[config.mk]
export PLATFORM = sky130hd
export DESIGN_NAME = qea_state_reader
export DESIGN_NICKNAME = d
export VERILOG_FILES = /design/src/rtl/qea_state_reader.sv
export SDC_FILE = /design/constraint.sdc
export NUM_CORES = 1
export LEC_CHECK = 0
export ABC_AREA = 1
export CAP_MARGIN = 20
export CORE_AREA = 8 8 221 223
export DETAILED_ROUTE_END_ITERATION = 7
export DIE_AREA = 0 0 229 231
export PLACE_DENSITY = 0.76
export RECOVER_POWER = 100
export SLEW_MARGIN = 10
export SYNTH_ARGS = -nofsm -noshare
export SYNTH_HDL_FRONTEND = slang
export SYNTH_SLANG_ARGS = --single-unit
export TNS_END_PERCENT = 50
[constraint.sdc]
create_clock -name clk -period 3.73 [get_ports clk]
set_input_delay 0.746 -clock clk [delete_from_list [all_inputs] [get_ports clk]]
set_output_delay 0.746 -clock clk [all_outputs]
set_load 0.01 [all_outputs]
[src/rtl/qea_state_reader.sv]
// Readback engine for the QEA state RAM: sweeps every populated word after a run
// and serialises each word into one {real, imag} amplitude per valid/ready beat.
module qea_state_reader #(
  parameter int PE_NUM_WIDTH     = 2,
  parameter int PE_NUM           = 4,
  parameter int DATA_WIDTH       = 32,
  parameter int STATE_DATA_WIDTH = DATA_WIDTH * 2,
  parameter int STATE_ADDR_WIDTH = 16,
  parameter int MAX_QBIT_WIDTH   = 6,
  parameter int RD_LAT           = 1
) (
  input  logic                                     clk,
  input  logic                                     rst_n,
  input  logic                                     i_start,
  input  logic [MAX_QBIT_WIDTH-1:0]                i_qbit_num,
  output logic [PE_NUM-1:0]                        o_state_ena,
  output logic [PE_NUM-1:0]                        o_state_wea,
  output logic [STATE_ADDR_WIDTH-1:0]              o_state_addra,
  input  logic [PE_NUM*STATE_DATA_WIDTH-1:0]       i_state_dout,
  output logic                                     o_amp_valid,
  input  logic                                     i_amp_ready,
  output logic [STATE_DATA_WIDTH-1:0]              o_amp_data,
  output logic [STATE_ADDR_WIDTH+PE_NUM_WIDTH-1:0] o_amp_index,
  output logic                                     o_amp_last,
  output logic                                     o_busy,
  output logic                                     o_done
);

  localparam int IW  = STATE_ADDR_WIDTH + PE_NUM_WIDTH;
  localparam int WCW = STATE_ADDR_WIDTH + 1;
  localparam int LW  = 3;
  localparam int DW  = PE_NUM * STATE_DATA_WIDTH;
  localparam logic [MAX_QBIT_WIDTH-1:0] PNW_Q = MAX_QBIT_WIDTH'(PE_NUM_WIDTH);
  localparam logic [MAX_QBIT_WIDTH-1:0] SAW_Q = MAX_QBIT_WIDTH'(STATE_ADDR_WIDTH);
  localparam logic [PE_NUM_WIDTH-1:0]   K_MAX = PE_NUM_WIDTH'(PE_NUM - 1);

  typedef enum logic [2:0] {
    IDLE   = 3'd0,
    REQ    = 3'd1,
    WAIT   = 3'd2,
    STREAM = 3'd3,
    DONE   = 3'd4
  } state_t;

  // Number of populated words for a given qubit count, saturated at the RAM depth.
  function automatic logic [WCW-1:0] word_count(input logic [MAX_QBIT_WIDTH-1:0] q);
    logic [WCW-1:0] w;
    logic [MAX_QBIT_WIDTH-1:0] sh;
    sh = q - PNW_Q;
    if (q <= PNW_Q) begin
      w = WCW'(1);
    end else if (sh >= SAW_Q) begin
      w = WCW'(1) << STATE_ADDR_WIDTH;
    end else begin
      w = WCW'(1) << sh;
    end
    return w;
  endfunction

  // Slice 0 is the most significant amplitude of the word.
  function automatic logic [STATE_DATA_WIDTH-1:0] slice(input logic [DW-1:0] word,
                                                         input logic [PE_NUM_WIDTH-1:0] k);
    return word[(PE_NUM - 1 - int'(k)) * STATE_DATA_WIDTH +: STATE_DATA_WIDTH];
  endfunction

  state_t                        state_r, state_n;
  logic [STATE_ADDR_WIDTH-1:0]   addr_r, addr_n;
  logic [WCW-1:0]                words_r, words_n;
  logic [LW-1:0]                 lat_r, lat_n;
  logic [DW-1:0]                 buf_r, buf_n;
  logic [PE_NUM_WIDTH-1:0]       k_r, k_n;
  logic [PE_NUM-1:0]             ena_r, ena_n;
  logic                          valid_r, valid_n;
  logic [STATE_DATA_WIDTH-1:0]   data_r, data_n;
  logic [IW-1:0]                 index_r, index_n;
  logic                          last_r, last_n;
  logic                          busy_r, busy_n;
  logic                          done_r, done_n;
  logic                          is_last_word_s;
  logic [PE_NUM_WIDTH-1:0]       k_inc_s;

  assign is_last_word_s = ({1'b0, addr_r} == (words_r - WCW'(1)));
  assign k_inc_s        = k_r + PE_NUM_WIDTH'(1);

  // Next-state and next-output logic for the readback sequencer.
  always_comb begin
    state_n = state_r;
    addr_n  = addr_r;
    words_n = words_r;
    lat_n   = lat_r;
    buf_n   = buf_r;
    k_n     = k_r;
    ena_n   = {PE_NUM{1'b0}};
    valid_n = valid_r;
    data_n  = data_r;
    index_n = index_r;
    last_n  = last_r;
    busy_n  = busy_r;
    done_n  = 1'b0;
    case (state_r)
      IDLE: begin
        if (i_start) begin
          words_n = word_count(i_qbit_num);
          addr_n  = {STATE_ADDR_WIDTH{1'b0}};
          ena_n   = {PE_NUM{1'b1}};
          busy_n  = 1'b1;
          state_n = REQ;
        end else begin
          state_n = IDLE;
        end
      end
      REQ: begin
        lat_n   = LW'(RD_LAT - 1);
        state_n = WAIT;
      end
      WAIT: begin
        if (lat_r == {LW{1'b0}}) begin
          buf_n   = i_state_dout;
          k_n     = {PE_NUM_WIDTH{1'b0}};
          valid_n = 1'b1;
          data_n  = slice(i_state_dout, {PE_NUM_WIDTH{1'b0}});
          index_n = {addr_r, {PE_NUM_WIDTH{1'b0}}};
          last_n  = is_last_word_s && (PE_NUM == 1);
          state_n = STREAM;
        end else begin
          lat_n = lat_r - LW'(1);
        end
      end
      STREAM: begin
        if (valid_r && i_amp_ready) begin
          if (k_r == K_MAX) begin
            valid_n = 1'b0;
            last_n  = 1'b0;
            if (is_last_word_s) begin
              done_n  = 1'b1;
              state_n = DONE;
            end else begin
              addr_n  = addr_r + STATE_ADDR_WIDTH'(1);
              ena_n   = {PE_NUM{1'b1}};
              state_n = REQ;
            end
          end else begin
            k_n     = k_inc_s;
            data_n  = slice(buf_r, k_inc_s);
            index_n = {addr_r, k_inc_s};
            last_n  = is_last_word_s && (k_inc_s == K_MAX);
          end
        end else begin
          state_n = STREAM;
        end
      end
      DONE: begin
        busy_n  = 1'b0;
        state_n = IDLE;
      end
      default: begin
        valid_n = 1'b0;
        last_n  = 1'b0;
        busy_n  = 1'b0;
        state_n = IDLE;
      end
    endcase
  end

  // State and registered outputs; reset abandons any readout without a done pulse.
  always_ff @(posedge clk or negedge rst_n) begin
    if (!rst_n) begin
      state_r <= IDLE;
      addr_r  <= {STATE_ADDR_WIDTH{1'b0}};
      words_r <= {WCW{1'b0}};
      lat_r   <= {LW{1'b0}};
      buf_r   <= {DW{1'b0}};
      k_r     <= {PE_NUM_WIDTH{1'b0}};
      ena_r   <= {PE_NUM{1'b0}};
      valid_r <= 1'b0;
      data_r  <= {STATE_DATA_WIDTH{1'b0}};
      index_r <= {IW{1'b0}};
      last_r  <= 1'b0;
      busy_r  <= 1'b0;
      done_r  <= 1'b0;
    end else begin
      state_r <= state_n;
      addr_r  <= addr_n;
      words_r <= words_n;
      lat_r   <= lat_n;
      buf_r   <= buf_n;
      k_r     <= k_n;
      ena_r   <= ena_n;
      valid_r <= valid_n;
      data_r  <= data_n;
      index_r <= index_n;
      last_r  <= last_n;
      busy_r  <= busy_n;
      done_r  <= done_n;
    end
  end

  assign o_state_ena   = ena_r;
  assign o_state_wea   = {PE_NUM{1'b0}};
  assign o_state_addra = addr_r;
  assign o_amp_valid   = valid_r;
  assign o_amp_data    = data_r;
  assign o_amp_index   = index_r;
  assign o_amp_last    = last_r;
  assign o_busy        = busy_r;
  assign o_done        = done_r;

endmodule

* Word-level counts from Yosys, hierarchy flattened *
Index checks and enable logic that the tools add are counted.

cells by class
  bitwise gates (word level) = 2
  reduce and logical (&&, ||, !) cells = 18
  multiplexer cells = 46
  magnitude comparators = 2
  shift operators = 2
  equal/unequal tests = 15
  add/subtract/negate cells = 6

operators by type and width
  cell                                                                               number
  256-bit by 9-bit variable part select with 64-bit output                           1
  64-bit two-way mux                                                                 3
  64-bit one-hot mux with 2 select lines                                             1
  16-bit two-way mux                                                                 4
  18-bit two-way mux                                                                 3
  18-bit one-hot mux with 2 select lines                                             1
  17-bit two-way mux                                                                 2
  16-bit one-hot mux with 2 select lines                                             1
  16-bit by 17-bit == test with 1-bit output                                         1
  1-bit by 6-bit left shift with 17-bit output (first input constant)                1
  17-bit by 1-bit subtractor with 17-bit output (second input constant)              1
  16-bit by 1-bit adder with 16-bit output (second input constant)                   1
  4-bit two-way mux                                                                  4
  3-bit two-way mux                                                                  5
  2-bit != test (second input constant)                                              7
  1-bit two-way mux                                                                  12
  3-bit one-hot mux with 4 select lines                                              1
  2-bit AND reduction                                                                5
  4-bit one-hot mux with 2 select lines                                              1
  4-bit AND reduction                                                                2
  3-bit by 2-bit == test with 1-bit output (second input constant)                   2
  6-bit by 5-bit >= comparator with 1-bit output (second input constant)             1
  6-bit by 2-bit less-or-equal comparator with 1-bit output (second input constant)  1
  3-bit zero test                                                                    2
  19 further kinds                                                                   28

storage, ports and cells
  input port bits = 266
  output and inout port bits = 110
  flip-flop bits (word level) = 387

* Depth between registers and ports, before layout *
  word-level depth = 6
  gate-level depth with buffers = 17
  gate-level depth less buffers = 16

* Worst setup path before layout *
OpenSTA, ideal clock, no wires.

  kind = register to register
  from = register k_r[0]
  to = register data_r[57] (netlist: o_amp_data[57])
  library setup time = 0.077 ns
  cell stages (with the launch flop) = 12
  slack = 1.462 ns
  period minus slack after synthesis = 2.268 ns
  buffers on the path = 4
  arrival time = 2.190 ns
  data required time = 3.653 ns
  cell sequence = dfrtp_1 buf_2 inv_1 clkbuf_1 ha_1 inv_1 clkbuf_1 buf_1 a21oi_1 o21ai_0 nand3_1 a21oi_1

on the way
  longest elaborated chain between the ends = 6
  elaborated cells on any way between the ends = 9
  those cells by class = 2 x add/sub; 2 x eq/ne; 1 x shift; 3 x mux; 1 x reduce/logical

RTL lines
  element                                                   RTL line  RTL
  start, declared                                           71        logic [PE_NUM_WIDTH-1:0] k_r, k_n;
  start signal, assigned                                    173       k_r <= {PE_NUM_WIDTH{1'b0}};
  start signal, assigned                                    187       k_r <= k_n;
  2-bit by 1-bit adder with 2-bit output                    83        assign k_inc_s = k_r + PE_NUM_WIDTH'(1);
  2-bit by 2-bit subtractor with 3-bit output               63        return word[(PE_NUM - 1 - int'(k)) * STATE_DATA_WIDTH +: STATE_DATA_WIDTH];
  256-bit by 9-bit variable part select with 64-bit output  63
  64-bit two-way mux                                        131       if (k_r == K_MAX) begin
  64-bit two-way mux                                        130       if (valid_r && i_amp_ready) begin
  64-bit one-hot mux with 2 select lines                    100       case (state_r)
  end signal, assigned                                      176       data_r <= {STATE_DATA_WIDTH{1'b0}};
  end signal, assigned                                      190       data_r <= data_n;
  end, declared                                             74        logic [STATE_DATA_WIDTH-1:0] data_r, data_n;

Parallel ways exist; a longest one is shown, timed or not. The select of a mux whose other input is x is not followed.
A chain may end at the register's enable or synchronous reset.

* Worst setup path after layout *
  from = register state_r[1]
  to = register buf_r[253]

on the way
  longest elaborated chain between the ends = 2

RTL lines
  element                                   RTL line  RTL
  start, declared                           66        state_t state_r, state_n;
  start signal, assigned                    182       state_r <= state_n;
  3-bit by 2-bit == test with 1-bit output  100
  2-bit AND reduction (no source line)      n/a
  end signal, assigned                      172       buf_r <= {DW{1'b0}};
  end signal, assigned                      186       buf_r <= buf_n;
  end, declared                             70        logic [DW-1:0] buf_r, buf_n;

No other way between the ends.

==> results.md <==
- Status: finished with violations
- Violated checks: capacitance limit, slew limit
- Cell taking the most area after synthesis: dfrtp_1
- Psw: 8.38 mW
- Max-Cap Viols: 2
- Worst Setup End Kind: register
- Clock latency on the worst-skew pair: 0.56 ns
- Crit path buf inv count: 3
- Crit Path Max Fanout: 91
- DR iter-0 viols: 1,216
- Measured slew at the worst slew-check pin: approximately 2.5 ns
- Post-synth EDFFs: 0
- Net Sw Frac: 0.397
- Final Non-Filler Cells: ~2.9k
- Max clock buf depth: 3
- Routed vias/inst: ~5.3
- Pwr dens: 896 mW/mm2
- Max incr delay on CP: 1.02 ns
- Post-Synth XOR/XNOR Area: 0.0110
- Critical Path, Cell by Cell: inv_1 > nor2_1 > inv_1 > nor2_1 > nand2_1 > clkbuf_4 > mux2_2
- GP Congestion: between 0.9 and 1
- Peak supply drop: a little over 0.5 mV
- Full die area: 0.0529 mm2
- Setup TNS: 0 ns
- Fin crit share: 0.839
- Final hold viol count: 0
- Count of unique library cells instantiated by Yosys: 38
- Min Tclk post-route: around 3.1 ns
- Final Skew: 0.0134 ns
- Mux cell area share after synthesis: 0.120
- Global-route wire length before repair: 89.8 mm
- Vias in the first global route: 15.8k
- Top cells by area, synth: dfrtp_1, mux2_2, a21oi_1
- Min-Delay Path Class: register to register
- Sink Count: approximately 380
- Mean Syn Cell Area: 9.31 um2
- CTS tree: yes
- Most numerous cell in the Yosys netlist: dfrtp_1
- Power Total: ~21 mW
- Synth Area in Compound Gates: 0.104
- Area Overhead vs Synth: 31.0%
- Largest family of logic cells by synthesized area: simple AND/OR/NAND/NOR gates
- PostCTS Resize Cnt: 0
- Largest net degree at the start of global routing: 92
- Post-CTS setup buffer count: 0
- Final setup viols: 0
- Core footprint: between 0.04 and 0.05 mm2
- GRT Total Usage: 0.211
- Top cell type's share of synthesized area: 0.532
- Placed Instances: around 2.8k
- Yosys Warn Count: 0
- Logic pwr share: 0.454
- GRT overflow: 0
- Initial Util: 0.399
- Num CTS Buffers: 43
- Commonest cells in the synthesized netlist: dfrtp_1, nand2_1, a21oi_1
- RSZ-0062 raised after global routing: false
- Startpoint types: register
- CTS H-tree lvls: 2
- Nets: about 2.5k
- Port Buffer Count: approximately 370
- WP data arrival: 3.57 ns
- F_max: roughly 0.32 GHz
- Adder-cell area share of the yosys netlist: 0.00557
- Final Max Tran Viols: between 100 and 150
- Fraction of layout cells with a size suffix above 1: 0.134
- Post-synthesis sequential area ratio: 0.532
- Simple-gate area share of the yosys netlist: 0.164
- DIE WIDTH: 229 um
- Clk slew on worst S/H paths: 0.06 ns
- Flop pwr share: 0.338
- Flops & latches, synth: roughly 380
- CP max-delay cell: clkbuf_4
- Initial antenna violation count: 21
- Cell family with most CP delay: buffers and inverters
- Cells after synthesis: 1,930
- Req. time, crit path: 4.17 ns
- Dpl hpwl: between 30 and 40 mm
- Slew HR: -0.643
- DRT antenna net count: 0
- Async set-reset flop share out of synthesis: 1.00
- Pre-antenna DRT Iters: 6
- Clock network power share: 0.208
- P_int: 12.7 mW
- Vias: 15.2k
- Setup Crit Path Kind: register to register
- Synth Cell Area: 0.0180 mm2
- Rows: 78
- Routed wire length: between 50 and 60 mm
- Hold buffers post-CTS: 0
- Root Driver: clkbuf_16
- Primary FF master, synth: dfrtp_1
- Pleak: approximately 10 nW
- Die H: 231 um
- Wire per inst: 19.9 um
- IO Count: 376
- DRC Markers: 0
[stage by stage]
stage	area, um2	worst slack, ns	util	hold slack (ns)
4_1_cts	23600	0.749	0.524	0.231
3_3_place_gp	22200	1.03	0.491	0.468
2_1_floorplan	18000	1.46	-	0.450
3_5_place_dp	22200	0.984	0.491	0.471
5_1_grt	23500	0.382	0.522	0.513
6_report	23500	0.599	0.522	0.476
[final cells by class]
class / instances / area [um2]
diodes: 12 / 30.0
clock buffers: 63 / 1270
clock inverters: 14 / 194
fillers: 4020 / 21500
inverters: 126 / 475
multi-input cells: 1285 / 7270
flip-flops and latches: 382 / 9560
well taps: 600 / 751
repair buffers: 398 / 3990
[worst register-to-register path, stage by stage (launching register included)]
cell and delay (ns):
dfrtp_1 0.41, inv_1 0.07, nor2_1 0.04, inv_1 0.15, nor2_1 0.08, nand2_1 0.68, clkbuf_4 1.02, mux2_2 0.56
[per-layer routing]
layer  global-route usage  vias up  part of all wire
met5                    0        -            0.0018
met1                0.269     7368              0.41
met3               0.0594      134             0.081
met4               0.0787       16             0.032
met2                0.340      644              0.48
li1                     -     7046                 -
[cells by family after synthesis]
| kind of cell | after synthesis |
|---|---|
| AO/OA/AOI/OAI | 369 |
| XOR/XNOR | 21 |
| adder cells (fa/ha/maj) | 8 |
| buffers and inverters | 266 |
| flip-flops | 382 |
| multiplexers | 192 |
| other | 1 |
| AND/OR/NAND/NOR | 691 |
[cells in the final DEF, fill, tap and decap left out, drive strengths merged, types with 3 or more instances in the layout]
master / netlist / final
o22ai: 8 / 8
dlygate4sd3: 0 / 106
xnor2: 4 / 4
nand3b: 3 / 3
inv: 126 / 127
dfrtp: 382 / 382
buf: 67 / 18
xor2: 16 / 16
bufinv: 0 / 4
a21oi: 265 / 265
conb: 1 / 4
o21ai: 92 / 92
nand2: 288 / 288
nor2: 199 / 199
nor3: 15 / 15
clkbuf: 73 / 73
nand3: 179 / 179
diode: 0 / 12
clkdlybuf4s50: 0 / 264
mux2: 192 / 192
clkinv: 0 / 7
ha: 8 / 8
[power groups by stage]
| stage | Sequential (mW) | Combinational, mW | Clock (mW) |
|---|---|---|---|
| 6_report | 7.14 | 9.57 | 4.38 |
| 4_1_cts | 7.15 | 9.78 | 4.46 |
| 5_1_grt | 7.35 | 10.6 | 4.62 |
| 3_3_place_gp | 7.10 | 9.39 | 0 |
| 3_5_place_dp | 7.18 | 9.72 | 0 |
| 2_1_floorplan | 7.02 | 6.45 | 0 |
[worst paths after layout]
path | start | end | slack (ns) | depth (start not counted)
max | state_r[1]$_DFFE_PN0P_ | buf_r[253]$_DFFE_PN0P_ | 0.60 | 7
max reg2reg | state_r[1]$_DFFE_PN0P_ | buf_r[253]$_DFFE_PN0P_ | 0.60 | 7
min | o_amp_index[16]$_DFFE_PN0P_ | o_amp_index[16]$_DFFE_PN0P_ | 0.48 | 2
min reg2reg | o_amp_index[16]$_DFFE_PN0P_ | o_amp_index[16]$_DFFE_PN0P_ | 0.48 | 2
max in group asynchronous | rst_n | o_state_addra[8]$_DFFE_PN0P_ | 0.91 | 2
min in group asynchronous | rst_n | o_state_addra[12]$_DFFE_PN0P_ | 0.88 | 1
[state kept, by name, summed over array words and instances, names as in the netlist, 3 cells and up]
register / count
lat_r: 3
o_state_addra: 16
state_r: 3
words_r: 17
o_amp_data: 64
o_amp_index: 17
buf_r: 256
Note: power is estimated with default switching activity, not from simulation.
